===== src/rtl/jsilicon_uart_cmd_rx.sv =====
// Purpose  : 8N1 UART receiver + 3-byte command framer {SYNC, a:b, opcode} feeding the core.
// Latency  : cmd_valid rises 1 clk after the mid-bit stop sample of the opcode byte.
// Backpres.: single holding register; a frame completing while it is full is dropped (overrun).
//
// Ports
//   clk         system clock, all state on rising edge
//   rst_n       asynchronous active-low reset
//   ena         1 = run; 0 = receiver/framer held idle, holding register kept
//   rx          UART serial input (idle high, asynchronous to clk)
//   cmd_ready   core accepts the command when cmd_valid && cmd_ready
//   cmd_valid   holding register holds an unconsumed command
//   cmd_a       operand A  (frame byte 1 [7:4])
//   cmd_b       operand B  (frame byte 1 [3:0])
//   cmd_opcode  opcode     (frame byte 2 [2:0])
//   frame_err   1-cycle pulse: bad stop bit, or opcode byte [7:3] != 0
//   overrun     1-cycle pulse: complete frame dropped, holding register full
module jsilicon_uart_cmd_rx #(
  parameter int         CLKS_PER_BIT = 87,
  parameter logic [7:0] SYNC_BYTE    = 8'hA5
) (
  input  logic       clk,
  input  logic       rst_n,
  input  logic       ena,
  input  logic       rx,
  input  logic       cmd_ready,
  output logic       cmd_valid,
  output logic [3:0] cmd_a,
  output logic [3:0] cmd_b,
  output logic [2:0] cmd_opcode,
  output logic       frame_err,
  output logic       overrun
);

  // Bit-period counter sizing
  localparam int CNT_W = (CLKS_PER_BIT > 1) ? $clog2(CLKS_PER_BIT) : 1;
  localparam logic [CNT_W-1:0] CNT_LAST = CNT_W'(CLKS_PER_BIT - 1);
  localparam logic [CNT_W-1:0] CNT_HALF = CNT_W'(CLKS_PER_BIT / 2 - 1);

  // Receiver states
  localparam logic [2:0] RX_IDLE      = 3'd0;
  localparam logic [2:0] RX_START     = 3'd1;
  localparam logic [2:0] RX_DATA      = 3'd2;
  localparam logic [2:0] RX_STOP      = 3'd3;
  localparam logic [2:0] RX_WAIT_HIGH = 3'd4;

  // Framer states
  localparam logic [1:0] FR_HUNT     = 2'd0;
  localparam logic [1:0] FR_GOT_SYNC = 2'd1;
  localparam logic [1:0] FR_GOT_OPS  = 2'd2;

  // ---------------------------------------------------------------------------
  // State
  // ---------------------------------------------------------------------------
  logic             rx_meta_q;
  logic             rxs_q;
  logic [2:0]       rx_state_q,  rx_state_d;
  logic [CNT_W-1:0] cnt_q,       cnt_d;
  logic [2:0]       bit_idx_q,   bit_idx_d;
  logic [7:0]       shift_q,     shift_d;
  logic [1:0]       fr_state_q,  fr_state_d;
  logic [7:0]       ops_q,       ops_d;
  logic             cmd_valid_q, cmd_valid_d;
  logic [3:0]       cmd_a_q,     cmd_a_d;
  logic [3:0]       cmd_b_q,     cmd_b_d;
  logic [2:0]       cmd_op_q,    cmd_op_d;
  logic             frame_err_q, frame_err_d;
  logic             overrun_q,   overrun_d;

  // Internal single-cycle strobes
  logic byte_done;       // good stop bit; shift_q holds the received byte
  logic stop_err;        // stop bit sampled low
  logic fmt_err;         // opcode byte has non-zero reserved bits
  logic frame_complete;  // third byte of a good frame received
  logic cmd_accept;
  logic cmd_load;

  // ---------------------------------------------------------------------------
  // Receiver: START waits half a bit and re-checks so that every later sample
  // lands mid-bit after a full CLKS_PER_BIT interval.
  // ---------------------------------------------------------------------------
  always_comb begin
    rx_state_d = rx_state_q;
    cnt_d      = cnt_q;
    bit_idx_d  = bit_idx_q;
    shift_d    = shift_q;
    byte_done  = 1'b0;
    stop_err   = 1'b0;

    if (!ena) begin
      rx_state_d = RX_IDLE;
      cnt_d      = '0;
      bit_idx_d  = '0;
    end else begin
      case (rx_state_q)
        RX_IDLE: begin
          cnt_d     = '0;
          bit_idx_d = '0;
          if (!rxs_q) begin
            rx_state_d = RX_START;
          end
        end

        RX_START: begin
          if (cnt_q == CNT_HALF) begin
            cnt_d = '0;
            // Line back high at mid start bit: treat as a glitch
            rx_state_d = rxs_q ? RX_IDLE : RX_DATA;
          end else begin
            cnt_d = cnt_q + CNT_W'(1);
          end
        end

        RX_DATA: begin
          if (cnt_q == CNT_LAST) begin
            cnt_d     = '0;
            shift_d   = {rxs_q, shift_q[7:1]};  // LSB first
            bit_idx_d = bit_idx_q + 3'd1;
            if (bit_idx_q == 3'd7) begin
              rx_state_d = RX_STOP;
            end
          end else begin
            cnt_d = cnt_q + CNT_W'(1);
          end
        end

        RX_STOP: begin
          if (cnt_q == CNT_LAST) begin
            cnt_d = '0;
            if (rxs_q) begin
              byte_done  = 1'b1;
              rx_state_d = RX_IDLE;
            end else begin
              stop_err   = 1'b1;
              // A held-low line must not be read as a new start bit
              rx_state_d = RX_WAIT_HIGH;
            end
          end else begin
            cnt_d = cnt_q + CNT_W'(1);
          end
        end

        RX_WAIT_HIGH: begin
          cnt_d = '0;
          if (rxs_q) begin
            rx_state_d = RX_IDLE;
          end
        end

        default: begin
          rx_state_d = RX_IDLE;
          cnt_d      = '0;
          bit_idx_d  = '0;
        end
      endcase
    end
  end

  // ---------------------------------------------------------------------------
  // Framer: SYNC, operand byte, opcode byte. Any error returns to HUNT.
  // ---------------------------------------------------------------------------
  always_comb begin
    fr_state_d     = fr_state_q;
    ops_d          = ops_q;
    fmt_err        = 1'b0;
    frame_complete = 1'b0;

    if (!ena || stop_err) begin
      fr_state_d = FR_HUNT;
    end else if (byte_done) begin
      case (fr_state_q)
        FR_HUNT: begin
          if (shift_q == SYNC_BYTE) begin
            fr_state_d = FR_GOT_SYNC;
          end
        end

        FR_GOT_SYNC: begin
          ops_d      = shift_q;
          fr_state_d = FR_GOT_OPS;
        end

        FR_GOT_OPS: begin
          fr_state_d = FR_HUNT;
          if (shift_q[7:3] != 5'd0) begin
            fmt_err = 1'b1;
          end else begin
            frame_complete = 1'b1;
          end
        end

        default: begin
          fr_state_d = FR_HUNT;
        end
      endcase
    end
  end

  // ---------------------------------------------------------------------------
  // Holding register: a slot freed by a same-cycle handshake can be refilled.
  // ---------------------------------------------------------------------------
  always_comb begin
    cmd_accept = cmd_valid_q && cmd_ready;
    cmd_load   = frame_complete && (!cmd_valid_q || cmd_ready);

    cmd_valid_d = cmd_valid_q;
    cmd_a_d     = cmd_a_q;
    cmd_b_d     = cmd_b_q;
    cmd_op_d    = cmd_op_q;

    if (cmd_load) begin
      cmd_valid_d = 1'b1;
      cmd_a_d     = ops_q[7:4];
      cmd_b_d     = ops_q[3:0];
      cmd_op_d    = shift_q[2:0];
    end else if (cmd_accept) begin
      cmd_valid_d = 1'b0;
    end

    frame_err_d = stop_err || fmt_err;
    overrun_d   = frame_complete && !cmd_load;
  end

  // ---------------------------------------------------------------------------
  // Registers
  // ---------------------------------------------------------------------------
  always_ff @(posedge clk or negedge rst_n) begin
    if (!rst_n) begin
      // Synchronizer resets to the idle-line level so release is not a start bit
      rx_meta_q   <= 1'b1;
      rxs_q       <= 1'b1;
      rx_state_q  <= RX_IDLE;
      cnt_q       <= '0;
      bit_idx_q   <= '0;
      shift_q     <= '0;
      fr_state_q  <= FR_HUNT;
      ops_q       <= '0;
      cmd_valid_q <= 1'b0;
      cmd_a_q     <= '0;
      cmd_b_q     <= '0;
      cmd_op_q    <= '0;
      frame_err_q <= 1'b0;
      overrun_q   <= 1'b0;
    end else begin
      rx_meta_q   <= rx;
      rxs_q       <= rx_meta_q;
      rx_state_q  <= rx_state_d;
      cnt_q       <= cnt_d;
      bit_idx_q   <= bit_idx_d;
      shift_q     <= shift_d;
      fr_state_q  <= fr_state_d;
      ops_q       <= ops_d;
      cmd_valid_q <= cmd_valid_d;
      cmd_a_q     <= cmd_a_d;
      cmd_b_q     <= cmd_b_d;
      cmd_op_q    <= cmd_op_d;
      frame_err_q <= frame_err_d;
      overrun_q   <= overrun_d;
    end
  end

  assign cmd_valid  = cmd_valid_q;
  assign cmd_a      = cmd_a_q;
  assign cmd_b      = cmd_b_q;
  assign cmd_opcode = cmd_op_q;
  assign frame_err  = frame_err_q;
  assign overrun    = overrun_q;

endmodule

===== config.mk =====
export PLATFORM = sky130hd
export DESIGN_NAME = jsilicon_uart_cmd_rx
export DESIGN_NICKNAME = d
export VERILOG_FILES = /design/src/rtl/jsilicon_uart_cmd_rx.sv
export SDC_FILE = /design/constraint.sdc
export NUM_CORES = 1
export LEC_CHECK = 0
export CAP_MARGIN = 20
export CORE_MARGIN = 8
export CORE_UTILIZATION = 60
export CTS_CLUSTER_DIAMETER = 40
export DETAILED_ROUTE_END_ITERATION = 12
export PLACE_DENSITY = 0.83
export RECOVER_POWER = 25
export SLEW_MARGIN = 20
export SYNTH_ARGS = -nofsm -noshare
export SYNTH_HDL_FRONTEND = slang
export SYNTH_SLANG_ARGS = --single-unit

===== constraint.sdc =====
create_clock -name clk -period 5.55 [get_ports clk]
set_input_delay 1.665 -clock clk [delete_from_list [all_inputs] [get_ports clk]]
set_output_delay 1.665 -clock clk [all_outputs]
set_load 0.005 [all_outputs]

======== Yosys cells after proc, flatten, opt, wreduce, memory -nomap -nowiden ========
Index checks and enable logic that the tools add are counted.
storage, ports and cells
  bits of input ports ..................... 5
  memory bits (read-only) ................. 0
  memories ................................ 0
  bits in latches ......................... 0
  flip-flop bits (word level) ............. 47
  bits in writable memories ............... 0
  logic and storage cells ................. 95
operators by class
  multiplexer cells ....................... 39
  div/mod/pow operators ................... 0
  equal/unequal tests ..................... 18
  multiply operators ...................... 0
  add/subtract/negate cells ............... 2
  shift-type cells ........................ 0
  bitwise operators ....................... 1
  reduce and logical (&&, ||, !) cells .... 21
  magnitude comparators ................... 0
operators with widths
  kind                                                                    number
  3-bit two-way mux                                                       10
  7-bit two-way mux                                                       3
  3-bit inequality test (second input constant)                           7
  1-bit two-way mux                                                       18
  3-bit one-hot mux with 5 select lines                                   1
  7-bit one-hot mux with 2 select lines                                   1
  8-bit equality test (second input constant)                             1
  2-bit two-way mux                                                       4
  7-bit by 1-bit adder with 7-bit output (second input constant)          1
  7-bit by 6-bit equality test with 1-bit output (second input constant)  1
  7-bit equality test (second input constant)                             1
  3-bit by 2-bit equality test with 1-bit output (second input constant)  2
  3-bit equality test (second input constant)                             2
  3-bit one-hot mux with 2 select lines                                   1
  3-bit AND reduction                                                     2
  6-bit AND reduction                                                     1
  5-bit nonzero test                                                      1
  2-bit one-hot mux with 2 select lines                                   1
  2-bit AND reduction                                                     2
  2-bit nonzero test                                                      2
  3-bit by 1-bit adder with 3-bit output (second input constant)          1
  3-bit by 1-bit equality test with 1-bit output (second input constant)  1
  1-bit logical AND                                                       3
  1-bit zero test                                                         3
  other kinds (9)                                                         11

======== Depth between registers and ports, before layout ========
  word-level depth ........................ 9
  depth in mapped cells ................... 7
  gate-level depth less buffers ........... 6

======== Worst setup path after synthesis ========
No wires, ideal clock.
  path kind ............................... in2reg
  start point ............................. input ena
  end point ............................... register shift_q[0]
  path slack .............................. 2791 ps
  arrival time ............................ 2634 ps
  path buffers ............................ 1
  library setup time ...................... 125 ps
  data required time ...................... 5425 ps
  stages on the path ...................... 5
  cell sequence ........................... nor2b_1 -> nand2_1 -> nor3b_2 -> buf_4 -> mux2_2
on the way
  word-level cells in the longest chain between the ends .. 1
RTL lines
  what                                  RTL line  source
  start, declared                       23        input logic ena,
  3-bit AND reduction (no source line)  -
  end signal, assigned                  249       shift_q <= shift_d;
  end, declared                         59        logic [7:0] shift_q, shift_d;
Every way passes these cells.
A chain may end at the register's enable or synchronous reset.

======== Final worst setup path ========
  start point ............................. input ena
  end point ............................... register shift_q[5]
Same word-level chain as after synthesis.

==> flow_summary.ini <==
[run_status]
outcome = finished with violations
violations = max-capacitance violations, max-slew violations

[pwr]
vdd_drop_max_v = 0.0002380
leakage_nw = 1.122
p_per_area_nw_per_um2 = 215.1

[yosys]
yosysWarnings = 0
async_flop_share_pct = 100.0
synthCells = 159
synth_cell_types = 43
synthFlopType = dfrtp_1
netlist_area_um2 = 2146
synth_top_area_share_pct = 52.48
yosysMostFrequentCell = dfrtp_1
synth_area_leaders = dfrtp_1 52%, mux2_4 13%, mux2_2 5.2%
syn_avg_cell_area_um2 = 13.50
ys_seq_area_share_pct = 54.93
yosys.area.top_type = dfrtp_1
yosys-top-cells-count = 45 x dfrtp_1, 18 x mux2_4, 13 x nor2_1, 10 x mux2_2, 9 x nand2_1
synth_edf_count = 0
syn-num-nets = 168
ys_ff_latch = 47

[sta]
finalClockSkew_ns = 0.02162
tightest_slew_ns = 2.334
report.final.slew_viol_count = 48
rsz0062_at_grt = no
layout_min_cycle_time_ns = 3.464
final_hold_viol_count = 0
setup_viol_count_final = 0
fmax_ghz = 0.2887
setup-tns-final_ns = 0
fin_crit_sh_pct = 62.42
setup_ws_ns = 2.086
relSlewSlack_pct = -55.61

[grt]
grt_pass1_wl_mm = 6.251
grt_pass1_vias = 1330
grt_overflow = 0
grt_max_degree = 48
antenna_found_initial = 0
grt_usage_pct = 14.17

[route]
final_antenna_net_count = 0
detail_route.vias_per_cell = 5.637
dr_wl_met2_mm = 1.713
drtIter0Drc = 123
first_pass_iters = 4
num_vias = 1274
wl_per_cell_um = 15.62
highest_layer = met4
wl_mm = 3.530
drc_errors = 0
wl_met3_um = 180
wl_met1_mm = 1.625

[floorplan]
placementRows = 21
die_area_um2 = 5746
io_pins = 19
core-area_um2 = 3390
die_y_um = 75.80
start_util_pct = 63.31
die_w_um = 75.80

[placement]
hpwl_mm = 2.542
globalplace.congestion = 0.8746
post-place-ws_ns = 1.755
io_buffer_count = 18

[worst_setup_path]
crit_path_start_kind = primary input
worstPathRequired_ns = 5.78
crit_type = primary input to flop
crit_fanout = 11
end_kind = flop
cp.arrival_ns = 3.69

[final_layout]
drive_gt1_share_pct = 24.44
syn_to_final_growth_pct = 11.20
fin_util_pct = 70.40
antenna_cells = 0
nets = 188

[clocking]
ctsResizeCount = 0
post-cts-setup-buffers = 0
numClockSinks = 47
insertion_delay_ns = 0.35
root_buffer = clkbuf_4
clock_path_buffers = 2
h-tree-depth = 2
cts_tree = done
clkSlewWorstSetupHoldPaths_ns = 0.11
ctsHoldBuffers = 0
cts-buffers-inserted = 5

[flow_run]
max_cap_viol_count = 1

[worst_hold_path]
worstHoldPathType = flop to flop
## cell families (layout without fill, tap and decap cells)
logic type / after synthesis / after routing / synth area share [%]
and+or+nand+nor: 54 / 54 / 16.03
DFF: 47 / 47 / 54.93
muxes: 28 / 28 / 17.84
AOI/OAI and AO/OA: 14 / 14 / 4.373
buffers and inverters: 7 / 28 / 2.448
xor gates and xnor gates: 5 / 5 / 2.041
adders and majority gates: 4 / 4 / 2.332
## cells in the final DEF (no fill, tap or decap), types with 2 or more instances in the layout
cell type / synthesis / layout
a211oi_1: 2 / 2
a22o_1: 2 / 2
and3_1: 2 / 2
clkbuf_1: 0 / 2
clkbuf_4: 0 / 5
clkdlybuf4s50_1: 0 / 17
dfrtp_1: 45 / 45
dfstp_2: 2 / 2
ha_1: 4 / 4
mux2_2: 10 / 10
mux2_4: 18 / 18
nand2_1: 9 / 9
nand2b_1: 4 / 4
nand3_1: 4 / 4
nand4b_1: 2 / 2
nor2_1: 13 / 13
nor2b_1: 2 / 2
nor3_1: 3 / 3
nor3b_1: 3 / 3
o21ai_0: 3 / 3
xnor2_1: 3 / 3
xor2_1: 2 / 2
## registers in the layout (all words and copies together), names as in the netlist, 2 cells and up
| name | flops |
|---|---|
| rx_state_q | 3 |
| bit_idx_q | 3 |
| fr_state_q | 2 |
| cmd_a | 4 |
| cmd_opcode | 3 |
| cnt_q | 7 |
| shift_q | 8 |
| ops_q | 8 |
| cmd_b | 4 |
## worst paths after layout
kind                                      from                        end  slack, ns  depth (start not counted)
max                                        ena     shift_q[5]$_DFFE_PN0P_       2.09                          5
min                        rx_meta_q$_DFF_PN1_            rxs_q$_DFF_PN1_       0.37                          0
max reg2reg                 cnt_q[0]$_DFF_PN0_       ops_q[6]$_DFFE_PN0P_       3.07                          6
min reg2reg                rx_meta_q$_DFF_PN1_            rxs_q$_DFF_PN1_       0.37                          0
max in group asynchronous                rst_n       ops_q[6]$_DFFE_PN0P_       2.21                          1
min in group asynchronous                rst_n  rx_state_q[0]$_DFFE_PN0P_       1.99                          1
## report_power, final
| group | total [mW] | switching, mW | internal (mW) |
|---|---|---|---|
| clock network | 0.151 | 0.101 | 0.0491 |
| registers | 0.348 | 0.00267 | 0.345 |
| logic | 0.0152 | 0.0107 | 0.00451 |
## worst max-delay path, cell delays in order
cell	delay, ns
clkdlybuf4s50_1	0.60
nor2b_1	0.25
nand2_1	0.11
nor3b_2	0.66
mux2_2	0.40
## per-stage QoR
stage	cell area [um^2]	std cells	power (mW)	hold slack (ns)
2_1_floorplan	2146	159	0.3589	0.3452
3_3_place_gp	2333	218	0.3689	0.3460
3_5_place_dp	2333	218	0.3699	0.3510
4_1_cts	2387	226	0.5205	0.3683
5_1_grt	2386	226	0.5396	0.3762
6_report	2386	226	0.5132	0.3681
## cell type report
class / instances / area [um^2]
clock buffer: 6 / 41.29
clock inverter: 2 / 12.51
fill: 224 / 1003
inverter: 2 / 7.507
multi-input combinational: 105 / 914.6
sequential: 47 / 1179
tap: 46 / 57.56
timing repair buffer: 18 / 173.9
## layer usage
metal | GRT usage, % | up-vias
met4 | 3.838 | 0
met5 | 0 | -
met1 | 18.71 | 647
met2 | 21.86 | 26
li1 | - | 599
met3 | 4.342 | 2
(Power assumes the default switching activity.)
